File: src/rtl/seq_rotator.sv
// seq_rotator: iterative rotator that moves a WIDTH-bit word one bit
// position per clock, left or right, by 0..2**SHW-1 positions, under a
// start/busy/done handshake. The lr convention (1 = left, 0 = right) matches
// the combinational barrel rotator, so results can be cross-checked or undone.
//
// Ports:
//   clk    in   system clock, rising edge
//   reset  in   synchronous, active-high reset
//   start  in   request strobe, sampled only in IDLE
//   lr     in   direction, latched at accept (1 = left, 0 = right)
//   amt    in   [SHW]   rotate amount, latched at accept
//   din    in   [WIDTH] word to rotate, latched at accept
//   busy   out  high while rotating
//   done   out  one-cycle pulse when the result is ready
//   dout   out  [WIDTH] working/result register; valid while done=1 and held
//               until the next accepted start

module seq_rotator #(
    parameter int WIDTH = 8,
    parameter int SHW   = 3
) (
    input  logic             clk,
    input  logic             reset,
    input  logic             start,
    input  logic             lr,
    input  logic [SHW-1:0]   amt,
    input  logic [WIDTH-1:0] din,
    output logic             busy,
    output logic             done,
    output logic [WIDTH-1:0] dout
);

    typedef enum logic [1:0] {
        S_IDLE   = 2'd0,
        S_ROTATE = 2'd1,
        S_DONE   = 2'd2
    } state_t;

    state_t           r_state;
    state_t           w_next;
    logic [WIDTH-1:0] r_data;
    logic [SHW-1:0]   r_cnt;
    logic             r_dir;

    // State register plus the datapath registers it steers.
    always_ff @(posedge clk) begin
        if (reset) begin
            r_state <= S_IDLE;
            r_data  <= '0;
            r_cnt   <= '0;
            r_dir   <= 1'b0;
        end else begin
            r_state <= w_next;
            case (r_state)
                S_IDLE: begin
                    if (start) begin
                        r_data <= din;
                        r_cnt  <= amt;
                        r_dir  <= lr;
                    end
                end
                S_ROTATE: begin
                    if (r_dir)
                        r_data <= {r_data[WIDTH-2:0], r_data[WIDTH-1]};
                    else
                        r_data <= {r_data[0], r_data[WIDTH-1:1]};
                    r_cnt <= r_cnt - SHW'(1);
                end
                default: begin
                    // DONE holds the result for the consumer.
                end
            endcase
        end
    end

    // Next-state decode. A zero amount skips ROTATE entirely so DONE lands
    // at accept + amt for every amount, including 0.
    always_comb begin
        w_next = r_state;
        case (r_state)
            S_IDLE: begin
                if (start)
                    w_next = (amt == '0) ? S_DONE : S_ROTATE;
            end
            S_ROTATE: begin
                // Exit on the last step; cnt is never 0 here, so it cannot wrap.
                if (r_cnt == SHW'(1))
                    w_next = S_DONE;
            end
            S_DONE:  w_next = S_IDLE;
            default: w_next = S_IDLE;
        endcase
    end

    // Decoded straight from registered state, so both are glitch-free.
    assign busy = (r_state == S_ROTATE);
    assign done = (r_state == S_DONE);
    assign dout = r_data;

endmodule

File: config.mk
export PLATFORM = sky130hd
export DESIGN_NAME = seq_rotator
export DESIGN_NICKNAME = d
export VERILOG_FILES = /design/src/rtl/seq_rotator.sv
export SDC_FILE = /design/constraint.sdc
export NUM_CORES = 1
export LEC_CHECK = 0
export BUFFER_PORTS_ARGS = -buffer_cell sky130_fd_sc_hd__buf_2
export CAP_MARGIN = 30
export CORE_MARGIN = 2
export CORE_UTILIZATION = 51
export CTS_BUF_LIST = sky130_fd_sc_hd__clkbuf_8 sky130_fd_sc_hd__clkbuf_16
export CTS_CLUSTER_SIZE = 10
export DETAILED_ROUTE_END_ITERATION = 6
export GPL_ROUTABILITY_DRIVEN = 1
export PLACE_DENSITY = 0.81
export REMOVE_ABC_BUFFERS = 1
export SLEW_MARGIN = 20
export SYNTH_ARGS = -nofsm -noshare
export SYNTH_HDL_FRONTEND = slang
export SYNTH_SLANG_ARGS = --single-unit
File: constraint.sdc
create_clock -name clk -period 2.37 [get_ports clk]
set_input_delay 0.1185 -clock clk [delete_from_list [all_inputs] [get_ports clk]]
set_output_delay 0.1185 -clock clk [all_outputs]
set_load 0.05 [all_outputs]
Word level (Yosys, flattened, before mapping)
Index checks and enable logic that the tools add are counted.
{ "totals": {"ff_bits": 14, "elab_cells": 25, "input_bits": 15, "out_inout_bits": 10} }
{ "op_classes": {"add_sub_neg": 1, "n_reduce_logical": 6, "muxes": 9, "eq_ne": 5} }
{ "ops": {"columns": ["operator", "count"], "rows": [
  ["2-to-1 mux 8 bit", 2],
  ["one-hot mux 8 bit (2 select lines)", 1],
  ["2-to-1 mux 2 bit", 3],
  ["one-hot mux 3 bit (2 select lines)", 1],
  ["AND reduction 2 bit", 3],
  ["one-hot mux 2 bit (2 select lines)", 1],
  ["equality test 3 x 1 -> 1 bit (second input constant)", 1],
  ["logical NOT 3 bit", 1],
  ["2-to-1 mux 3 bit", 1],
  ["subtractor 3 x 1 -> 3 bit (second input constant)", 1],
  ["equality test 2 x 1 -> 1 bit (second input constant)", 1],
  ["equality test 2 bit (second input constant)", 1],
  ["logical NOT 2 bit", 1],
  ["inequality test 2 x 1 -> 1 bit (second input constant)", 1],
  ["inequality test 2 bit (second input constant)", 1],
  ["nonzero test 2 bit", 1]
]} }

Longest topological paths before layout
{ "depth": {"word_depth": 4, "depth_mapped": 5, "ltp_nobuf": 5} }

Worst setup path after synthesis
OpenSTA, ideal clock, no wires.
{ "synth_timing": {"path_type": "register to register", "from": "reg r_state[0]", "to": "reg r_data[5] (netlist: dout[5])", "synth_period_minus_slack_ps": 1276, "path_buffers": 1, "t_arrival_ps": 1184, "path_stages_with_launch": 6, "path_slack_ps": 1094, "t_required_ps": 2278, "setup_time_ps": 92, "path_cell_list": "dfxtp_1 -> nand2b_1 -> inv_1 -> buf_2 -> nor2_1 -> o32ai_1"} }
{ "synth_via": {"elab_chain_cells": 3, "word_cells_on_any_way": 6, "classes_between": "2 x eq/ne; 1 x mux; 3 x reduce/logical"} }
{ "synth_rtl": {"columns": ["item", "line", "source"], "rows": [
  ["start: declaration", "39", "state_t r_state;"],
  ["start signal: assignment", "53", "r_state <= w_next;"],
  ["equality test 2 x 1 -> 1 bit (*)", null, null],
  ["via busy", "28", "output logic busy,"],
  ["nonzero test 2 bit (no line)", null, null],
  ["AND reduction 2 bit (no line)", null, null],
  ["end signal: assignment", "57", "r_data <= din;"],
  ["end signal: assignment", "64", "r_data <= {r_data[WIDTH-2:0], r_data[WIDTH-1]};"],
  ["end signal: assignment", "66", "r_data <= {r_data[0], r_data[WIDTH-1:1]};"],
  ["end: declaration", "41", "logic [WIDTH-1:0] r_data;"]
]} }
Mark *: on every way through the listed nets, which the timed path passes. The rest lies on a longest branch.
A chain may end at the register's enable or synchronous reset.

Worst setup path in the final report
{ "layout_timing": {"from": "reg r_state[0]", "to": "out busy"} }
{ "layout_via": {"elab_chain_cells": 1} }
{ "layout_rtl": {"columns": ["item", "line", "source"], "rows": [
  ["equality test 2 x 1 -> 1 bit", "96", "assign busy = (r_state == S_ROTATE);"],
  ["end: declaration", "28", null]
]} }
Every way passes these cells.

==> impl_metrics.ini <==
[synthesis]
yosysWarningCount = 0
synthCells = 92
yosysTopAreaCell = dfxtp_1
ys_seq_elements = 14
yosys-top-cells-area = dfxtp_1, a211oi_1, o32ai_1
syn_avg_cell_area_um2 = 8.12
netlist_area_um2 = 747
synth_top_area_share_pct = 37.5
seq_area_frac_synth_pct = 37.5
yosysUniqueCellTypes = 25

[finish]
fin_area_um2 = 921
drive_above_1_share_pct = 26.1
antenna_cells = 0
areaGrowthSynthToFinish_pct = 23.3
final_core_util_pct = 69.0
nets = 133

[sta]
fin_crit_ns = 1.82
worst_slew_pin_slew_ns = 0.537
setup_viol = 0
max_slew_margin_pct = 64.2
maxSlewViolCount = 0
max_freq_mhz = 549
fin_skew_ns = 0.00208
setup-tns-final_ns = 0
hold_violations = 0
rsz0062_at_grt = false
fin_crit_sh_pct = 76.8

[clock_network]
htree_levels = 1
post_cts_buffers = 0
clockBufferDepth = 2
clk_latency_ns = 0.25
cts_resized = 0
cts_tree = built
hold_buffers = 0
cts.sinks = 14
cts.reportedPaths.clkPinSlew_ns = 0.06
cts_buffers = 3
clock-root-buffer = clkbuf_8

[global_routing]
antenna_found_initial = 0
first_global_vias = 666
grt_first_pass_wirelength_mm = 2.90
overflow = 0
grt_max_degree = 18
globalRouteTotalUtil_pct = 20.9

[worst_setup_path]
crit_path_end_kind = output port
startpoint_type = flip-flop
worst_path_max_delay_cell = dfxtp_1
crit_arrival_ns = 1.70
worstPathCellList = nand2b_1 -> inv_1 -> buf_2
critPathMaxFanout = 12
crit_required_ns = 2.25
slowest_delay_ns = 0.44
crit_type = reg -> out

[place]
portBuffers = 24
place.gp.congestion = 0.797
place_area_um2 = 866
dp_hpwl_mm = 1.16

[floorplanning]
die-area_um2 = 1790
start_util_pct = 56.0
num_rows = 13
coreArea_um2 = 1330
die_y_um = 42.3
die_x_um = 42.3
io_pins = 25

[run_status]
status = completed

[route]
first_iter_violations = 17
vias_per_cell = 5.72
routed_wl_mm = 1.68
post-route-drc-count = 0
vias = 744
postRouteAntennaNets = 0
drt_pre_antenna_iters = 4
wl_per_cell_um = 12.9

[power_and_ir_drop]
max-vdd-ir-drop_v = 0.000482
leakagePower_nw = 0.398
p_per_area_nw_per_um2 = 804

[min_path]
hp-class = in -> reg

[run]
maxCapViolCount = 0
kinds of logic after synthesis:
kind of cell | Yosys count | synth area share [%]
AND/OR/NAND/NOR | 36 | 24.0
AO/OA/AOI/OAI | 29 | 29.0
flip-flops | 14 | 37.5
buffers and inverters | 11 | 6.20
adder cells (fa/ha/maj) | 2 | 3.35
synth_stat cells:
cell and instances:
nand3_1 1, o21bai_1 1, or3b_2 1, o31ai_1 1, nand2_1 11, or2_0 1, nor4_1 1, nand3b_1 1
inv_1 5, buf_2 4, dfxtp_1 14, a211oi_1 10, nand2b_1 1, a21oi_1 4, nor2_1 9, a2bb2oi_1 1
a221oi_1 1, a31oi_1 1, o32ai_1 8, ha_1 2, nor2b_1 9, clkbuf_1 2, o21ai_0 1, a21o_1 1
nor3b_1 1
sequential cells by signal, indices dropped and copies added, names as in the netlist:
| signal | cells |
|---|---|
| r_state | 2 |
| dout | 8 |
| r_cnt | 3 |
| r_dir | 1 |
power breakdown:
group | switching [W] | leakage, nW | internal (W)
sequential | 0.0000288 | 0.116 | 0.000262
clock | 0.0000923 | 0.0288 | 0.000147
combinational | 0.000138 | 0.253 | 0.0000713
final timing paths:
check	startpoint	slack (ns)	cells after the start	endpoint
worst max register to register	r_state[0]	0.78	4	r_cnt[1]
worst min register to register	dout[0]	0.50	2	dout[0]
worst min-delay path	lr	0.10	3	r_dir
worst max-delay path	r_state[0]	0.55	3	busy
area by class of cell:
class / count / area [um^2]
Sequential cell: 14 / 280
Fill cell: 122 / 413
Multi-Input combinational cell: 67 / 420
Inverter: 5 / 18.8
Timing Repair Buffer: 25 / 128
Tap cell: 15 / 18.8
Clock buffer: 4 / 55.1
critical path, delay by kind of cell, from the launching register on:
kind / cells / cell delay, ns
flops: 1 / 0.44
simple gates: 1 / 0.30
buf+inv: 2 / 0.70
placed cells by master (no fill, tap or decap), drive strengths merged:
master and instances:
buf 25, dfxtp 14, nand2 11, a211oi 10
nor2b 9, nor2 9, o32ai 8, inv 5
a21oi 4, clkbuf 4, ha 2, nand2b 1
o21bai 1, or2 1, nor3b 1, o31ai 1
a21o 1, nor4 1, a31oi 1, or3b 1
nand3b 1, nand3 1, a2bb2oi 1, a221oi 1
o21ai 1
per-stage QoR:
stage	setup WS, ns	cells	power (W)	hold slack (ns)
floorplan	0.756	86	0.000445	0.188
global placement	0.813	126	0.000502	0.358
detailed placement	0.800	126	0.000505	0.370
CTS	0.570	130	0.000740	0.107
global route	0.426	130	0.000772	0.139
finish	0.549	130	0.000741	0.103
metal layers:
layer,wire length (um),track usage (%),vias to the layer above
met5,0,0,-
met4,34,9.38,0
met3,84,4.31,5
met2,727,28.9,23
met1,837,30.9,334
li1,-,-,382
Power figures use the tool's default switching activity.
